### src/rtl/triggered_wave_writer.sv
// Ping-pong RAM writer: captures 256 samples from a rising zero crossing into the half not shown by the display.
// Optional auto-trigger after a long run without a crossing is compiled in with `define TRIGGER_TIMEOUT_EN.
module triggered_wave_writer (
    input  logic        clk,
    input  logic        reset,
    input  logic        new_sample_ready,
    input  logic [15:0] new_sample_in,
    input  logic        wave_display_idle,
    output logic [8:0]  write_address,
    output logic        write_enable,
    output logic [7:0]  write_sample,
    output logic        read_index
);

    typedef enum logic [1:0] {
        ARMED  = 2'd0,
        ACTIVE = 2'd1,
        WAIT   = 2'd2
    } state_t;

    state_t      state_reg, state_next;
    logic [7:0]  count_reg, count_next;
    logic        prev_neg_reg;
    logic        read_index_reg, read_index_next;
    logic        write_enable_reg, write_enable_next;
    logic [8:0]  write_address_reg, write_address_next;
    logic [7:0]  write_sample_reg, write_sample_next;

    logic        rising_cross;
    logic        trigger;
    logic [7:0]  offset_sample;
    logic        unused_low_bits;

    // Only the top byte reaches the display; flipping the sign bit gives offset binary.
    assign offset_sample   = {~new_sample_in[15], new_sample_in[14:8]};
    assign rising_cross    = prev_neg_reg & ~new_sample_in[15];
    assign unused_low_bits = ^new_sample_in[7:0];

`ifdef TRIGGER_TIMEOUT_EN
    logic [11:0] timeout_reg, timeout_next;
    logic        prev_valid_reg;
    logic        timeout_hit;

    assign timeout_hit = (timeout_reg == 12'hFFF);
    assign trigger     = new_sample_ready & (rising_cross | timeout_hit);

    // A sample only counts as a missed trigger once there is a previous sample to compare against.
    always_comb begin
        timeout_next = timeout_reg;
        if ((state_reg != ARMED) || trigger) begin
            timeout_next = 12'd0;
        end else if (new_sample_ready && prev_valid_reg) begin
            timeout_next = timeout_reg + 12'd1;
        end
    end

    always_ff @(posedge clk or posedge reset) begin
        if (reset) begin
            timeout_reg    <= 12'd0;
            prev_valid_reg <= 1'b0;
        end else begin
            timeout_reg <= timeout_next;
            if (new_sample_ready) begin
                prev_valid_reg <= 1'b1;
            end
        end
    end
`else
    assign trigger = new_sample_ready & rising_cross;
`endif

    always_comb begin
        state_next         = state_reg;
        count_next         = count_reg;
        read_index_next    = read_index_reg;
        write_enable_next  = 1'b0;
        write_address_next = write_address_reg;
        write_sample_next  = write_sample_reg;

        case (state_reg)
            ARMED: begin
                if (trigger) begin
                    write_enable_next  = 1'b1;
                    write_address_next = {~read_index_reg, 8'd0};
                    write_sample_next  = offset_sample;
                    count_next         = 8'd1;
                    state_next         = ACTIVE;
                end
            end
            ACTIVE: begin
                if (new_sample_ready) begin
                    write_enable_next  = 1'b1;
                    write_address_next = {~read_index_reg, count_reg};
                    write_sample_next  = offset_sample;
                    count_next         = count_reg + 8'd1;
                    if (count_reg == 8'hFF) begin
                        state_next = WAIT;
                    end
                end
            end
            WAIT: begin
                // Swapping halves only here keeps the display off a partly written buffer.
                if (wave_display_idle) begin
                    read_index_next = ~read_index_reg;
                    state_next      = ARMED;
                end
            end
            default: begin
                state_next = ARMED;
            end
        endcase
    end

    always_ff @(posedge clk or posedge reset) begin
        if (reset) begin
            state_reg         <= ARMED;
            count_reg         <= 8'd0;
            prev_neg_reg      <= 1'b0;
            read_index_reg    <= 1'b0;
            write_enable_reg  <= 1'b0;
            write_address_reg <= 9'd0;
            write_sample_reg  <= 8'd0;
        end else begin
            state_reg         <= state_next;
            count_reg         <= count_next;
            read_index_reg    <= read_index_next;
            write_enable_reg  <= write_enable_next;
            write_address_reg <= write_address_next;
            write_sample_reg  <= write_sample_next;
            if (new_sample_ready) begin
                prev_neg_reg <= new_sample_in[15];
            end
        end
    end

    assign write_enable  = write_enable_reg;
    assign write_address = write_address_reg;
    assign write_sample  = write_sample_reg;
    assign read_index    = read_index_reg;

endmodule

### config.mk
export PLATFORM = sky130hd
export DESIGN_NAME = triggered_wave_writer
export DESIGN_NICKNAME = d
export VERILOG_FILES = /design/src/rtl/triggered_wave_writer.sv
export SDC_FILE = /design/constraint.sdc
export NUM_CORES = 1
export LEC_CHECK = 0
export CAP_MARGIN = 40
export CELL_PAD_IN_SITES_DETAIL_PLACEMENT = 1
export CELL_PAD_IN_SITES_GLOBAL_PLACEMENT = 2
export CORE_MARGIN = 2
export CORE_UTILIZATION = 29
export DETAILED_ROUTE_END_ITERATION = 10
export PLACE_DENSITY = 0.9
export SLEW_MARGIN = 25
export SYNTH_ARGS = -nofsm -noshare
export SYNTH_HDL_FRONTEND = slang
export SYNTH_SLANG_ARGS = --single-unit
### constraint.sdc
create_clock -name clk -period 1.9 [get_ports clk]
set_clock_uncertainty 0.2 [all_clocks]
set_input_delay 0.19 -clock clk [delete_from_list [all_inputs] [get_ports clk]]
set_output_delay 0.19 -clock clk [all_outputs]
set_load 0.005 [all_outputs]
# Word level (Yosys, flattened, before mapping)
# Cells that the tools add are included.
[op_classes] n_addsub=1 n_eq_ne=7 n_mux=17 n_bitwise=4 n_reduce_logical=5
[op_table] cell="$mux 8" count=4
[op_table] cell="$pmux 8 s2" count=2
[op_table] cell="$mux 9" count=2
[op_table] cell="$pmux 9 s2" count=1
[op_table] cell="$add 8x1->8 const B" count=1
[op_table] cell="$eq 8x8->1 const B" count=1
[op_table] cell="$mux 2" count=4
[op_table] cell="$ne 2x2->1 const B" count=4
[op_table] cell="$pmux 2 s3" count=1
[op_table] cell="$reduce_and 4->1" count=1
[op_table] cell="$reduce_and 3->1" count=1
[op_table] cell="$and 1x1->1" count=2
[op_table] cell="$eq 2x1->1 const B" count=1
[op_table] cell="$eq 2x2->1 const B" count=1
[op_table] cell="$logic_not 2->1" count=1
[op_table] cell="$mux 1" count=2
[op_table] cell="$not 1->1" count=2
[op_table] cell="$pmux 1 s2" count=1
[op_table] cell="$reduce_and 2->1" count=1
[op_table] cell="$reduce_bool 2->1" count=1
[totals] regBits=30 input_bits=20 output_inout_bits=19 wordCells=41

# Depth between registers and ports, before layout
[depth] depth_word=5 depth_mapped=5 mapped_depth_nobuf=4

# Worst setup path after synthesis
# OpenSTA, ideal clock, no wires.
[synth_timing] path_kind="reg-to-reg" startpoint="reg state_reg[1]" endpoint="reg write_sample_reg[0] (netlist: write_sample[0])" setup_time_ns=0.127 t_arrival_ns=1.310 t_required_ns=1.573 path_slack_ns=0.263 path_stages_with_launch=5 path_buffers=0 period_less_slack_ns=1.637 path_cell_list="dfrtp_1 -> or2b_4 -> a21o_2 -> inv_4 -> mux2_1"
[synth_via] elab_chain_len=3 word_cells_on_any_way=7 cone_classes="3 x eq/ne; 1 x mux; 3 x reduce/logical"
[synth_lines] element="start: declaration" line_no="21" source="state_t state_reg, state_next;"
[synth_lines] element="start signal: assignment" line_no="124" source="state_reg <= state_next;"
[synth_lines] element="$eq 2x1->1 / $logic_not 2->1 (equally long branches)" line_no="80" source="case (state_reg)"
[synth_lines] element="$ne 2x2->1 (no line) / $reduce_bool 2->1 (equally long branches)"
[synth_lines] element="$reduce_and 3->1 (no line)"
[synth_lines] element="end signal: assignment" line_no="129" source="write_sample_reg <= write_sample_next;"
[synth_lines] element="end: declaration" line_no="27" source="logic [7:0] write_sample_reg, write_sample_next;"
# Parallel ways exist; a longest one is shown, timed or not.
# A chain may end at the register's enable or synchronous reset.

# Worst setup path after layout
[layout_timing] startpoint="reg count_reg[0]" endpoint="reg state_reg[1]"
[layout_via] elab_chain_len=3
[layout_lines] element="start: declaration" line_no="22" source="logic [7:0] count_reg, count_next;"
[layout_lines] element="start signal: assignment" line_no="125" source="count_reg <= count_next;"
[layout_lines] element="$eq 8x8->1" line_no="96" source="if (count_reg == 8'hFF) begin"
[layout_lines] element="$ne 2x2->1 (no line)"
[layout_lines] element="$reduce_and 4->1 (no line)"
# Every way passes these cells.

==> impl_metrics.toml <==
[timing]
slew-limit-headroom_pct = 78.3
whs_ns = 0.0396
fin_crit_sh_pct = 89.1
rsz0062_at_grt = "no"
slew_violations = 0
finalHoldViolCount = 0
setup_ws_ns = 0.207
tightest_slew_ns = 0.324
min_period_ns = 1.69
clock.fmax_ghz = 0.591
setup_viol = 0

[synth]
synth_top_family_by_area = "simple AND/OR/NAND/NOR gates"
synth_adder_area_share_pct = 0.930
synth-xor-area-share_pct = 1.30
synth.cell_area_sq_um = 1350
ys_seq_area_share_pct = 55.8
synth_edf_count = 0
synth-compound-area-share_pct = 11.1
synth_mux_area_share_pct = 8.93
synthCells = 117
synth_top_area_cell = "dfrtp_1"
synthesis.nets = 138
ys_top_cells_by_count = "dfrtp_1 (30), inv_1 (13), o21ai_1 (11), mux2_1 (7), nand4b_1 (7)"
synth_ff_type = "dfrtp_1"
synth_top_area_share_pct = 55.8
synth.distinct_cells = 32
synth_area_leaders = "dfrtp_1 (56%), mux2_1 (5.9%), nand4b_1 (4.6%), o21ai_1 (4.1%), inv_1 (3.6%)"
avgSynthCellArea_sq_um = 11.5
synth.most_common_cell = "dfrtp_1"
synth_warnings = 0
synth_seq_cells = 30
yosys.area_share.simple_pct = 15.8
async_flop_share_pct = 100

[power_and_ir_drop]
p_leak_nw = 0.800
pwr_density_cell_nw_per_um2 = 1110
peakVddDrop_mv = 0.516

[global_route]
antenna_found_initial = 0
grt_pass1_vias = 1159
globalRouteOverflowTotal = 0
grt_use_total_pct = 13.9
grt_first_pass_wirelength_mm = 5.46
grt_max_degree = 18

[clock_network]
post_cts_buffers = 0
cts.sinks = 30
cts_resized = 0
holdBufCountCts = 0
clk_pin_slew_ns = 0.07
clk_latency_ns = 0.28
clockRootBuffer = "clkbuf_8"
cts_buffers = 5
cts_tree = "yes"
clock_path_buffers = 2
htreeDepth = 2

[cells_and_area]
drive_above_1_share_pct = 17.1
largest_reg_flops = 9
syn2layout_area_growth_pct = 39.4
nNetsFinal = 184
antenna_cells = 0
fin_area_sq_um = 1880

[detailed_routing]
wl_met1_mm = 1.31
route.met2.wl_mm = 1.55
antenna_left = 0
met3_length_um = 203
route.detailed.drc = 0
wl_per_cell_um = 14.4
wirelength_mm = 3.11
firstDrtPassIters = 4
vias = 1060
routed.top_layer = "met4"
viasPerCell = 4.91
drt_iter0_markers = 13

[placed_design]
dp_hpwl_mm = 2.33
place_ws_ns = -0.0349
globalplace.congestion = 0.805
dpl_cell_area_sq_um = 1780
port-buffer-count = 30

[worst_setup_path]
setup.worst_path.end_class = "register"
slowest_delay_ns = 0.44
crit_chain = "ha_1, nand2_1, or3_1, o31ai_1"
crit_family = "simple AND/OR/NAND/NOR gates"
crit_arrival_ns = 1.68
crit_type = "register to register"
critPathBufInv = 0
worstPathRequired_ns = 1.89
cp-start-kind = "register"
critPathMaxFanout = 6
slowest_stage = "dfrtp_1"

[die]
fp.dieH_um = 72.1
coreArea_sq_um = 4410
start_util_pct = 30.5
fp.dieArea_sq_um = 5200
rows = 24
die_w_um = 72.1
floorplan.io_pins = 39

[job]
max-cap-violations = 0

[min_path]
min_path_type = "primary input to asynchronous set/reset pin"

[outcome]
run_status = "complete, no violations"
==> worst paths after layout <==
kind / from / to / slack [ns] / depth (start not counted)
min in group clk: write_sample[1] / write_sample[1] / 0.29 / 1
max in group asynchronous: reset / write_address[5] / 1.25 / 3
min reg2reg: write_sample[1] / write_sample[1] / 0.29 / 1
max reg2reg: count_reg[0] / state_reg[1] / 0.21 / 4
min: reset / write_sample[2] / 0.04 / 3
max: count_reg[0] / state_reg[1] / 0.21 / 4
==> metrics by stage <==
step                      instances  power (mW)  utilization [%]  setup TNS, ns
after floorplan                 117        1.21                -              0
after global placement          208        1.53             40.4        -0.0222
after detailed placement        208        1.57             40.4         -0.196
after CTS                       216        2.12             42.5              0
after global routing            216        2.23             42.5              0
final                           216        2.08             42.5              0
==> worst min-delay path: cells and delay by family <==
family                 cells  cell delay (ns)
buffers and inverters      3             0.69
==> cell usage in the layout (no fill, tap or decap), types with 5 or more instances in the layout <==
cell / instances
buf_4: 13
clkbuf_8: 6
clkdlybuf4s50_1: 30
dfrtp_1: 30
inv_1: 13
mux2_1: 7
nand2_1: 5
nand4b_1: 7
o21ai_1: 11
==> layout make-up <==
| type | count | area, sq um |
|---|---|---|
| flip-flops and latches | 30 | 751 |
| clock buffers | 7 | 86.3 |
| clock inverters | 1 | 5.00 |
| repair buffers | 43 | 398 |
| fillers | 478 | 2540 |
| multi-input cells | 68 | 512 |
| inverters | 15 | 58.8 |
| well taps | 52 | 65.1 |
==> power breakdown <==
group	total (mW)	internal, mW	switching (mW)
logic	0.624	0.358	0.266
registers	0.926	0.794	0.131
clock network	0.532	0.292	0.241
==> routing by layer <==
metal | global-route usage [%] | vias to the layer above
met2 | 22.8 | 33
met4 | 5.66 | 0
met1 | 16.0 | 518
met5 | 0 | -
li1 | - | 505
met3 | 5.83 | 4
==> logic make-up (layout without fill, tap and decap cells) <==
family	after synthesis	count (layout)
buffers and inverters	19	66
xor gates and xnor gates	2	2
adders and majority gates	1	1
DFF	30	30
muxes	11	11
and+or+nand+nor	30	30
AOI/OAI and AO/OA	24	24
(Power assumes the default switching activity.)
